--- src/rtl/pdm_if.sv ---
// Sample stream into the PDM modulator and its bitstream/status outputs.
// The master side is the PCM source; the slave side is pdm_modulator.
interface pdm_if;
    logic signed [15:0] sample_in;
    logic               sample_valid;
    logic               sample_ready;
    logic               pdm_out;
    logic               sample_tick;
    logic               underrun;

    modport master (
        output sample_in,
        output sample_valid,
        input  sample_ready,
        input  pdm_out,
        input  sample_tick,
        input  underrun
    );

    modport slave (
        input  sample_in,
        input  sample_valid,
        output sample_ready,
        output pdm_out,
        output sample_tick,
        output underrun
    );
endinterface

--- src/rtl/pdm_modulator.sv ---
// Second-order sigma-delta modulator: 16-bit signed PCM in, 1-bit PDM out, OSR bits per sample.
// Define PDM_DITHER_EN to add +/-1 LFSR dither at the quantizer.
module pdm_modulator #(
    parameter int unsigned OSR  = 128,
    parameter logic [15:0] SEED = 16'hACE1
) (
    input  logic clk,
    input  logic rst_n,
    input  logic en,
    pdm_if.slave bus
);
    localparam int unsigned   CW       = $clog2(OSR);
    localparam logic [CW-1:0] CNT_LAST = CW'(OSR - 1);

    typedef enum logic [0:0] {
        ST_IDLE = 1'b0,
        ST_RUN  = 1'b1
    } state_t;

    state_t             state_r;
    logic [CW-1:0]      cnt_r;
    logic signed [21:0] i1_r;
    logic signed [27:0] i2_r;
    logic signed [15:0] cur_r;
    logic signed [15:0] nxt_r;
    logic               full_r;
    logic               pdm_out_r;
    logic               tick_r;
    logic               underrun_r;

    logic               hs_s;
    logic               bnd_s;
    logic               take_s;
    logic signed [16:0] fb_s;
    logic signed [23:0] sum1_s;
    logic signed [29:0] sum2_s;
    logic signed [21:0] i1_nxt_s;
    logic signed [27:0] i2_nxt_s;
    logic               q_s;

    // A zero seed would lock the dither LFSR in the all-zero state.
    if (SEED == 16'h0000) begin : g_seed_zero
        $error("pdm_modulator: SEED must be non-zero");
    end

    function automatic logic signed [21:0] sat22(input logic signed [23:0] v);
        logic signed [21:0] r;
        if (v > 24'sd2097151)       r = {1'b0, {21{1'b1}}};
        else if (v < -24'sd2097152) r = {1'b1, {21{1'b0}}};
        else                        r = v[21:0];
        return r;
    endfunction

    function automatic logic signed [27:0] sat28(input logic signed [29:0] v);
        logic signed [27:0] r;
        if (v > 30'sd134217727)       r = {1'b0, {27{1'b1}}};
        else if (v < -30'sd134217728) r = {1'b1, {27{1'b0}}};
        else                          r = v[27:0];
        return r;
    endfunction

    // Loop arithmetic, handshake and boundary decode.
    always_comb begin
        fb_s     = pdm_out_r ? 17'sd32768 : -17'sd32768;
        sum1_s   = 24'(i1_r) + 24'(cur_r) - 24'(fb_s);
        sum2_s   = 30'(i2_r) + 30'(i1_r) - 30'(fb_s);
        i1_nxt_s = sat22(sum1_s);
        i2_nxt_s = sat28(sum2_s);
        hs_s     = bus.sample_valid & ~full_r;
        bnd_s    = (cnt_r == CNT_LAST);
        // Buffer moves to cur on entry to RUN and at every running boundary.
        take_s   = en & full_r & ((state_r == ST_IDLE) | bnd_s);
    end

`ifdef PDM_DITHER_EN
    logic [15:0]        lfsr_r;
    logic signed [1:0]  dith_s;
    logic signed [28:0] qsum_s;

    // Fibonacci LFSR x^16+x^14+x^13+x^11+1, stepped once per running clock.
    always_ff @(posedge clk or negedge rst_n) begin
        if (!rst_n) begin
            lfsr_r <= SEED;
        end else if ((state_r == ST_RUN) && en) begin
            lfsr_r <= {lfsr_r[14:0], lfsr_r[15] ^ lfsr_r[13] ^ lfsr_r[12] ^ lfsr_r[10]};
        end else begin
            lfsr_r <= lfsr_r;
        end
    end

    // Dithered quantizer.
    always_comb begin
        dith_s = lfsr_r[0] ? 2'sb01 : 2'sb11;
        qsum_s = 29'(i2_nxt_s) + 29'(dith_s);
        q_s    = ~qsum_s[28];
    end
`else
    // Plain quantizer: sign of the second integrator.
    always_comb begin
        q_s = ~i2_nxt_s[27];
    end
`endif

    // Control FSM, input buffer, integrators and registered outputs.
    always_ff @(posedge clk or negedge rst_n) begin
        if (!rst_n) begin
            state_r    <= ST_IDLE;
            cnt_r      <= '0;
            i1_r       <= '0;
            i2_r       <= '0;
            cur_r      <= '0;
            nxt_r      <= '0;
            full_r     <= 1'b0;
            pdm_out_r  <= 1'b0;
            tick_r     <= 1'b0;
            underrun_r <= 1'b0;
        end else begin
            tick_r     <= 1'b0;
            underrun_r <= 1'b0;
            full_r     <= take_s ? 1'b0 : (full_r | hs_s);
            nxt_r      <= hs_s ? bus.sample_in : nxt_r;
            cur_r      <= take_s ? nxt_r : cur_r;
            case (state_r)
                ST_IDLE: begin
                    cnt_r     <= '0;
                    i1_r      <= '0;
                    i2_r      <= '0;
                    pdm_out_r <= ~pdm_out_r;
                    if (take_s) begin
                        state_r <= ST_RUN;
                        tick_r  <= 1'b1;
                    end else begin
                        state_r <= ST_IDLE;
                    end
                end
                ST_RUN: begin
                    if (!en) begin
                        state_r   <= ST_IDLE;
                        cnt_r     <= '0;
                        i1_r      <= '0;
                        i2_r      <= '0;
                        pdm_out_r <= 1'b0;
                    end else begin
                        state_r    <= ST_RUN;
                        cnt_r      <= cnt_r + CW'(1);
                        i1_r       <= i1_nxt_s;
                        i2_r       <= i2_nxt_s;
                        pdm_out_r  <= q_s;
                        tick_r     <= bnd_s;
                        underrun_r <= bnd_s & ~full_r;
                    end
                end
                default: begin
                    state_r   <= ST_IDLE;
                    cnt_r     <= '0;
                    i1_r      <= '0;
                    i2_r      <= '0;
                    pdm_out_r <= 1'b0;
                end
            endcase
        end
    end

    assign bus.sample_ready = ~full_r;
    assign bus.pdm_out      = pdm_out_r;
    assign bus.sample_tick  = tick_r;
    assign bus.underrun     = underrun_r;
endmodule
--- src/flat_wrapper.sv ---
// flat-port wrapper written by rule: the top's interface ports become plain ports
module pdm_modulator_flat 
#(
    parameter int unsigned OSR  = 128,
    parameter logic [15:0] SEED = 16'hACE1
)
  (clk, rst_n, en, bus_sample_in, bus_sample_valid, bus_sample_ready, bus_pdm_out, bus_sample_tick, bus_underrun);
  pdm_if bus_i ();
  input  logic clk;
  input  logic rst_n;
  input  logic en;
  input wire logic [$bits(bus_i.sample_in)-1:0] bus_sample_in;
  input wire logic [$bits(bus_i.sample_valid)-1:0] bus_sample_valid;
  output wire logic [$bits(bus_i.sample_ready)-1:0] bus_sample_ready;
  output wire logic [$bits(bus_i.pdm_out)-1:0] bus_pdm_out;
  output wire logic [$bits(bus_i.sample_tick)-1:0] bus_sample_tick;
  output wire logic [$bits(bus_i.underrun)-1:0] bus_underrun;
  assign bus_i.sample_in = bus_sample_in;
  assign bus_i.sample_valid = bus_sample_valid;
  assign bus_sample_ready = bus_i.sample_ready;
  assign bus_pdm_out = bus_i.pdm_out;
  assign bus_sample_tick = bus_i.sample_tick;
  assign bus_underrun = bus_i.underrun;
  pdm_modulator #(.OSR(OSR), .SEED(SEED)) u_core (.clk(clk), .rst_n(rst_n), .en(en), .bus(bus_i));
endmodule
--- config.mk ---
export PLATFORM = sky130hd
export DESIGN_NAME = pdm_modulator_flat
export DESIGN_NICKNAME = d
export VERILOG_FILES = /design/src/rtl/pdm_if.sv /design/src/rtl/pdm_modulator.sv /design/src/flat_wrapper.sv
export SDC_FILE = /design/constraint.sdc
export NUM_CORES = 1
export LEC_CHECK = 0
export BUFFER_PORTS_ARGS = -buffer_cell sky130_fd_sc_hd__buf_2
export CAP_MARGIN = 20
export CORE_UTILIZATION = 35
export DETAILED_ROUTE_END_ITERATION = 8
export PLACE_DENSITY = 0.58
export RECOVER_POWER = 100
export SLEW_MARGIN = 20
export SYNTH_ARGS = -nofsm -noshare
export SYNTH_HDL_FRONTEND = slang
export SYNTH_SLANG_ARGS = --single-unit
--- constraint.sdc ---
create_clock -name clk -period 5.1 [get_ports clk]
set_input_delay 0.51 -clock clk [delete_from_list [all_inputs] [get_ports clk]]
set_output_delay 0.51 -clock clk [all_outputs]
set_load 0.02 [all_outputs]
== Word level (Yosys, flattened, before mapping) ==
Cells that the tools add are included.

* Register bits after elaboration: 94
* Logic and storage cells: 51

* Order comparisons: 4
* Add/subtract/negate cells: 5
* Bitwise logic cells: 10
* Equality and inequality tests: 1
* Multiplexer cells: 21

{| class="wikitable"
|+ Operators by type and width
! operator !! number
|-
| $mux 28 || 3
|-
| $mux 22 || 3
|-
| $pmux 28 s2 || 1
|-
| $pmux 22 s2 || 1
|-
| $gt 30x28->1 const B || 1
|-
| $lt 30x28->1 const B || 1
|-
| $sub 29x17->30 || 1
|-
| $add 28x22->29 || 1
|-
| $gt 24x22->1 const B || 1
|-
| $lt 24x22->1 const B || 1
|-
| $sub 23x17->24 || 1
|-
| $add 22x16->23 || 1
|-
| $mux 17 || 1
|-
| $pmux 7 s2 || 1
|-
| $add 7x1->7 const B || 1
|-
| $eq 7x7->1 const B || 1
|-
| $mux 1 || 7
|-
| $mux 7 || 1
|-
| $pmux 1 s2 || 3
|-
| $and 1x1->1 || 4
|-
| $not 1->1 || 4
|-
| $or 1x1->1 || 2
|}

== Longest topological paths before layout ==
* Word-level depth: 8
* Gate-level depth with buffers: 15

== Least setup slack after synthesis ==
OpenSTA, ideal clock, no wires.

* Path kind: flip-flop to flip-flop
* Start: register u_core.pdm_out_r (netlist: u_core.bus.pdm_out)
* End: register u_core.i2_r[5]
* Path slack: 1.058 ns
* Path buffers: 2
* Required time: 4.981 ns
* Arrival time: 3.923 ns
* Cell stages (with the launch flop): 16
* Cell sequence: dfrtp_1 > inv_1 > fa_1 > inv_1 > ha_1 > buf_6 > a21oi_1 > nor2b_1 > o21a_1 > nor2_1 > o221a_2 > o41ai_1 > xnor2_1 > a21oi_2 > buf_4 > a21o_2

* Longest elaborated chain between the ends: 7
* Elaborated cells between the ends (all ways): 8

{| class="wikitable"
|+ Ends and longest elaborated chain
! item !! line !! text
|-
| from (decl) || pdm_modulator.sv:27 || <nowiki>logic pdm_out_r;</nowiki>
|-
| from (signal assigned) || pdm_modulator.sv:128 || <nowiki>pdm_out_r <= ~pdm_out_r;</nowiki>
|-
| from (signal assigned) || pdm_modulator.sv:148 || <nowiki>pdm_out_r <= q_s;</nowiki>
|-
| $mux 17 * || pdm_modulator.sv:64 || <nowiki>fb_s = pdm_out_r ? 17'sd32768 : -17'sd32768;</nowiki>
|-
| $sub 29x17->30 * || pdm_modulator.sv:66 || <nowiki>sum2_s = 30'(i2_r) + 30'(i1_r) - 30'(fb_s);</nowiki>
|-
| $lt 30x28->1 || pdm_modulator.sv:57 || <nowiki>else if (v < -30'sd134217728) r = {1'b1, {27{1'b0}}};</nowiki>
|-
| $mux 28 || pdm_modulator.sv:57 ||
|-
| $mux 28 * || pdm_modulator.sv:56 || <nowiki>if (v > 30'sd134217727) r = {1'b0, {27{1'b1}}};</nowiki>
|-
| $mux 28 * || pdm_modulator.sv:137 || <nowiki>if (!en) begin</nowiki>
|-
| $pmux 28 s2 * || pdm_modulator.sv:123 || <nowiki>case (state_r)</nowiki>
|-
| to (signal assigned) || pdm_modulator.sv:147 || <nowiki>i2_r <= i2_nxt_s;</nowiki>
|-
| to (decl) || pdm_modulator.sv:23 || <nowiki>logic signed [27:0] i2_r;</nowiki>
|}

Mark *: on every way between the ends. The rest lies on a longest branch, timed or not.
A chain may end at the register's enable or synchronous reset.

== Final worst setup path ==
* Start: register u_core.pdm_out_r (netlist: u_core.bus.pdm_out)
* End: register u_core.i2_r[2]

Same word-level chain as after synthesis.

==> impl_results.rst <==
.. list-table::
   :header-rows: 1

   * - Metric
     - Value
   * - GR peak layer
     - met2
   * - Number of buffers inserted by post-CTS setup repair
     - 0
   * - CTS tree
     - built
   * - Overflow left after global routing
     - 0
   * - CTS H-tree depth
     - 3
   * - Layout Skew
     - 0.00957 ns
   * - Count of nets after finishing
     - 904
   * - Number of gates resized after cts
     - 0
   * - Slowest cell on the critical path
     - sky130_fd_sc_hd__o41ai_1
   * - Data required, critical path
     - 5.39 ns
   * - Share of flip-flops with an asynchronous set or reset after synthesis
     - 100%
   * - Post-synthesis instance area
     - 7140 µm²
   * - Capturing instance or port of the critical path
     - u_core.i2_r[2]
   * - Cells traversed along the worst timing path
     - buf_12 > fa_1 > ha_1 > and3_2 > nand3_1 > o41ai_1 > a21boi_0 > or2_0 > o31ai_4 > clkbuf_2 > a31o_2
   * - Pre-antenna DRT Iters
     - 5
   * - Post-synthesis cell count
     - between 700 and 800
   * - RSZ-0062 raised after global routing
     - no
   * - Number of antenna violations at the first check in global routing
     - 0
   * - Register clock-pin slew on the reported worst setup and hold paths
     - 0.07 ns
   * - Site row count
     - 51
   * - Fin. Hold Viols
     - 0
   * - Clock Latency Late Sink
     - around 0.35 ns
   * - Worst Reg-to-Reg Cells
     - 11
   * - Run status
     - complete, but fails checks
   * - Max-cap violations
     - 2
   * - Met2 GRT Util
     - 25.1%
   * - Final weighted congestion of routability-driven global placement
     - 0.895
   * - Total setup violations reported at the end of the flow
     - 0
   * - Effective utilization at floorplan
     - 36.2%
   * - Die Span Y
     - between 100 and 150 µm
   * - Final min period
     - 4.44 ns
   * - Longest individual stage delay on the worst path
     - 0.69 ns
   * - CP delay by family, top
     - compound AO/OA/AOI/OAI gates
   * - First-pass GRT wire length
     - 25800 µm
   * - Crit path buf inv count
     - 2
   * - Met3 track utilization from global routing
     - ~2.1%
   * - Maximum achievable frequency
     - approximately 230 MHz
   * - Slew at the pin with the worst max-slew slack
     - ~3.8 ns
   * - Detailed Route WL
     - 14700 µm
   * - CP Data Arrival Time
     - 4.72 ns
   * - Drt via density
     - approximately 5.0
   * - Placeable core region
     - roughly 20000 µm²
   * - Critical Path Start
     - u_core.bus.pdm_out
   * - Yosys warns
     - 0
   * - Levels on crit path
     - 11
   * - Max Transition Viols Final
     - 104
   * - Cell at the root of the clock tree
     - sky130_fd_sc_hd__clkbuf_16
   * - Mean post-synth cell area
     - 9.29 µm²
   * - Distinct cells, synth
     - ~70
   * - Overall via count from detail_route
     - 5230
   * - Bufs on Longest Clock Path
     - 2
   * - Top FF cell, synth
     - sky130_fd_sc_hd__dfrtp_1
   * - Post-Syn Nets
     - 890
   * - Hold bufs inserted after CTS
     - 0
   * - Hold path start
     - bus_sample_valid
   * - I/O pin count
     - 24
   * - Final-layout fill cell count
     - 1994
   * - Number of global-route vias before repair
     - 5378
   * - Number of buffers created by CTS
     - 9
   * - Critical Path Start Type
     - register
   * - Register-to-register path setup slack
     - 0.66 ns
   * - Antenna Diode Count
     - 0
   * - First DRT Iteration DRCs
     - between 300 and 400
   * - Post-route clock period utilization
     - between 80% and 90%
   * - EDFF count, synth
     - 0
   * - Worst slew margin relative to its limit
     - -150%
   * - Total clock sinks
     - 94
   * - Worst reg2reg path startpoint
     - u_core.bus.pdm_out
   * - Layout-stage area growth over the synthesis result
     - 8.85%
   * - Final core occ
     - 39.4%
   * - Wire per inst
     - 14.0 µm
   * - Setup TNS after final layout
     - 0 ns
   * - Fraction of layout instances using a drive strength above 1
     - 10.3%
   * - WS Path Type
     - reg -> reg
   * - Violations in the final reports
     - capacitance limit, slew limit
   * - Max FO, Critical Path
     - 17
   * - Global router's overall resource usage
     - 15.8%
   * - Critical path capture point type
     - register
   * - # DRC
     - 0
   * - Total of buffers placed on input and output ports
     - 23
   * - Detailed Place HPWL
     - 11200 µm
   * - Maximum number of pins on one net before global-route repair
     - 71
   * - Crit Reg-Reg Endpoint
     - u_core.i2_r[2]
   * - Min-Delay Path Class
     - in -> reg
   * - Seq cells post-synth
     - between 90 and 100
   * - Antenna violation net count after detailed routing
     - 0
   * - DIE WIDTH
     - 145 µm
   * - Proportion of synthesized chip area in sequential cells
     - 32.9%
   * - Total Die Area
     - 21000 µm²
   * - Met1 routing resource usage after global routing
     - 21.8%
per-layer routing:
metal / share of wire [%] / vias up
li1: - / 2654
met1: 49 / 2478
met2: 45 / 78
met3: 3.6 / 20
met4: 1.8 / 0
met5: 0 / -
cells by family after synthesis:
logic type / after synthesis / share of synthesized area [%]
DFF: 94 / 32.9
buffers and inverters: 146 / 8.51
adders and majority gates: 101 / 19.6
and+or+nand+nor: 145 / 10.1
muxes: 20 / 3.12
xor gates and xnor gates: 45 / 5.52
AOI/OAI and AO/OA: 218 / 20.2
cell usage after synthesis, drive strengths merged, types with 15 or more instances:
| cell | n | area, µm² |
|---|---|---|
| a21o | 36 | 275 |
| a21oi | 50 | 258 |
| buf | 15 | 115 |
| dfrtp | 94 | 2350 |
| fa | 18 | 360 |
| ha | 83 | 1040 |
| inv | 119 | 447 |
| mux2 | 18 | 203 |
| nand2 | 49 | 184 |
| nor2 | 27 | 101 |
| o21ai | 67 | 339 |
| xnor2 | 24 | 210 |
| xor2 | 21 | 184 |
worst min-delay path by stage:
stage,to,slack (ns),cells past startpoint
after global routing,u_core.nxt_r[4],0.38,2
after CTS,u_core.i2_r[22],0.33,1
after floorplan,u_core.bus.pdm_out,0.21,0
final,u_core.full_r,0.39,3
after global placement,u_core.cur_r[4],0.46,2
after detailed placement,u_core.cnt_r[0],0.46,1
stage by stage:
stage                     cell area [µm²]  std cells  hold slack, ns  worst slack, ns
after floorplan                      7140        769           0.214             1.06
after global placement               7500       1037           0.460             1.06
after detailed placement             7500       1037           0.462             1.01
after CTS                            7820       1053           0.327            0.967
after global routing                 7770       1053           0.382            0.344
final                                7770       1053           0.387            0.665
flip-flops by register name, indices dropped and copies added (netlist names):
register,cells
u_core.bus.pdm_out,1
u_core.bus.sample_tick,1
u_core.bus.underrun,1
u_core.cnt_r,7
u_core.cur_r,16
u_core.full_r,1
u_core.i1_r,22
u_core.i2_r,28
u_core.nxt_r,16
u_core.state_r,1
tightest hold or removal path: stages:
cell and delay [ns]:
sky130_fd_sc_hd__buf_2 0.08, sky130_fd_sc_hd__nor2_1 0.03, sky130_fd_sc_hd__nor2_1 0.07
cells in the final DEF (no fill, tap or decap), drive strengths merged, types with 8 or more instances in the layout:
cell	count
a21oi	50
nand2	49
xnor2	24
o21ai	67
dfrtp	94
inv	121
fa	18
nor2	27
nor2b	8
and3	8
xor2	21
a21o	36
ha	83
clkbuf	18
nand3	12
buf	21
nor3	9
o21a	13
nand2b	11
mux2	18
final cells by class:
class | instances | area [µm²] | area share (%)
sequential | 94 | 2350 | 30.3
clock inverter | 7 | 95.1 | 1.22
timing repair buffer | 30 | 160 | 2.06
tap | 265 | 332 | 4.26
multi-input combinational | 529 | 4160 | 53.6
clock buffer | 9 | 225 | 2.90
inverter | 119 | 447 | 5.75
Power is left out: the tool's default activity adds up to more than one toggle a clock period on the data nets, which glitch-free logic cannot reach.
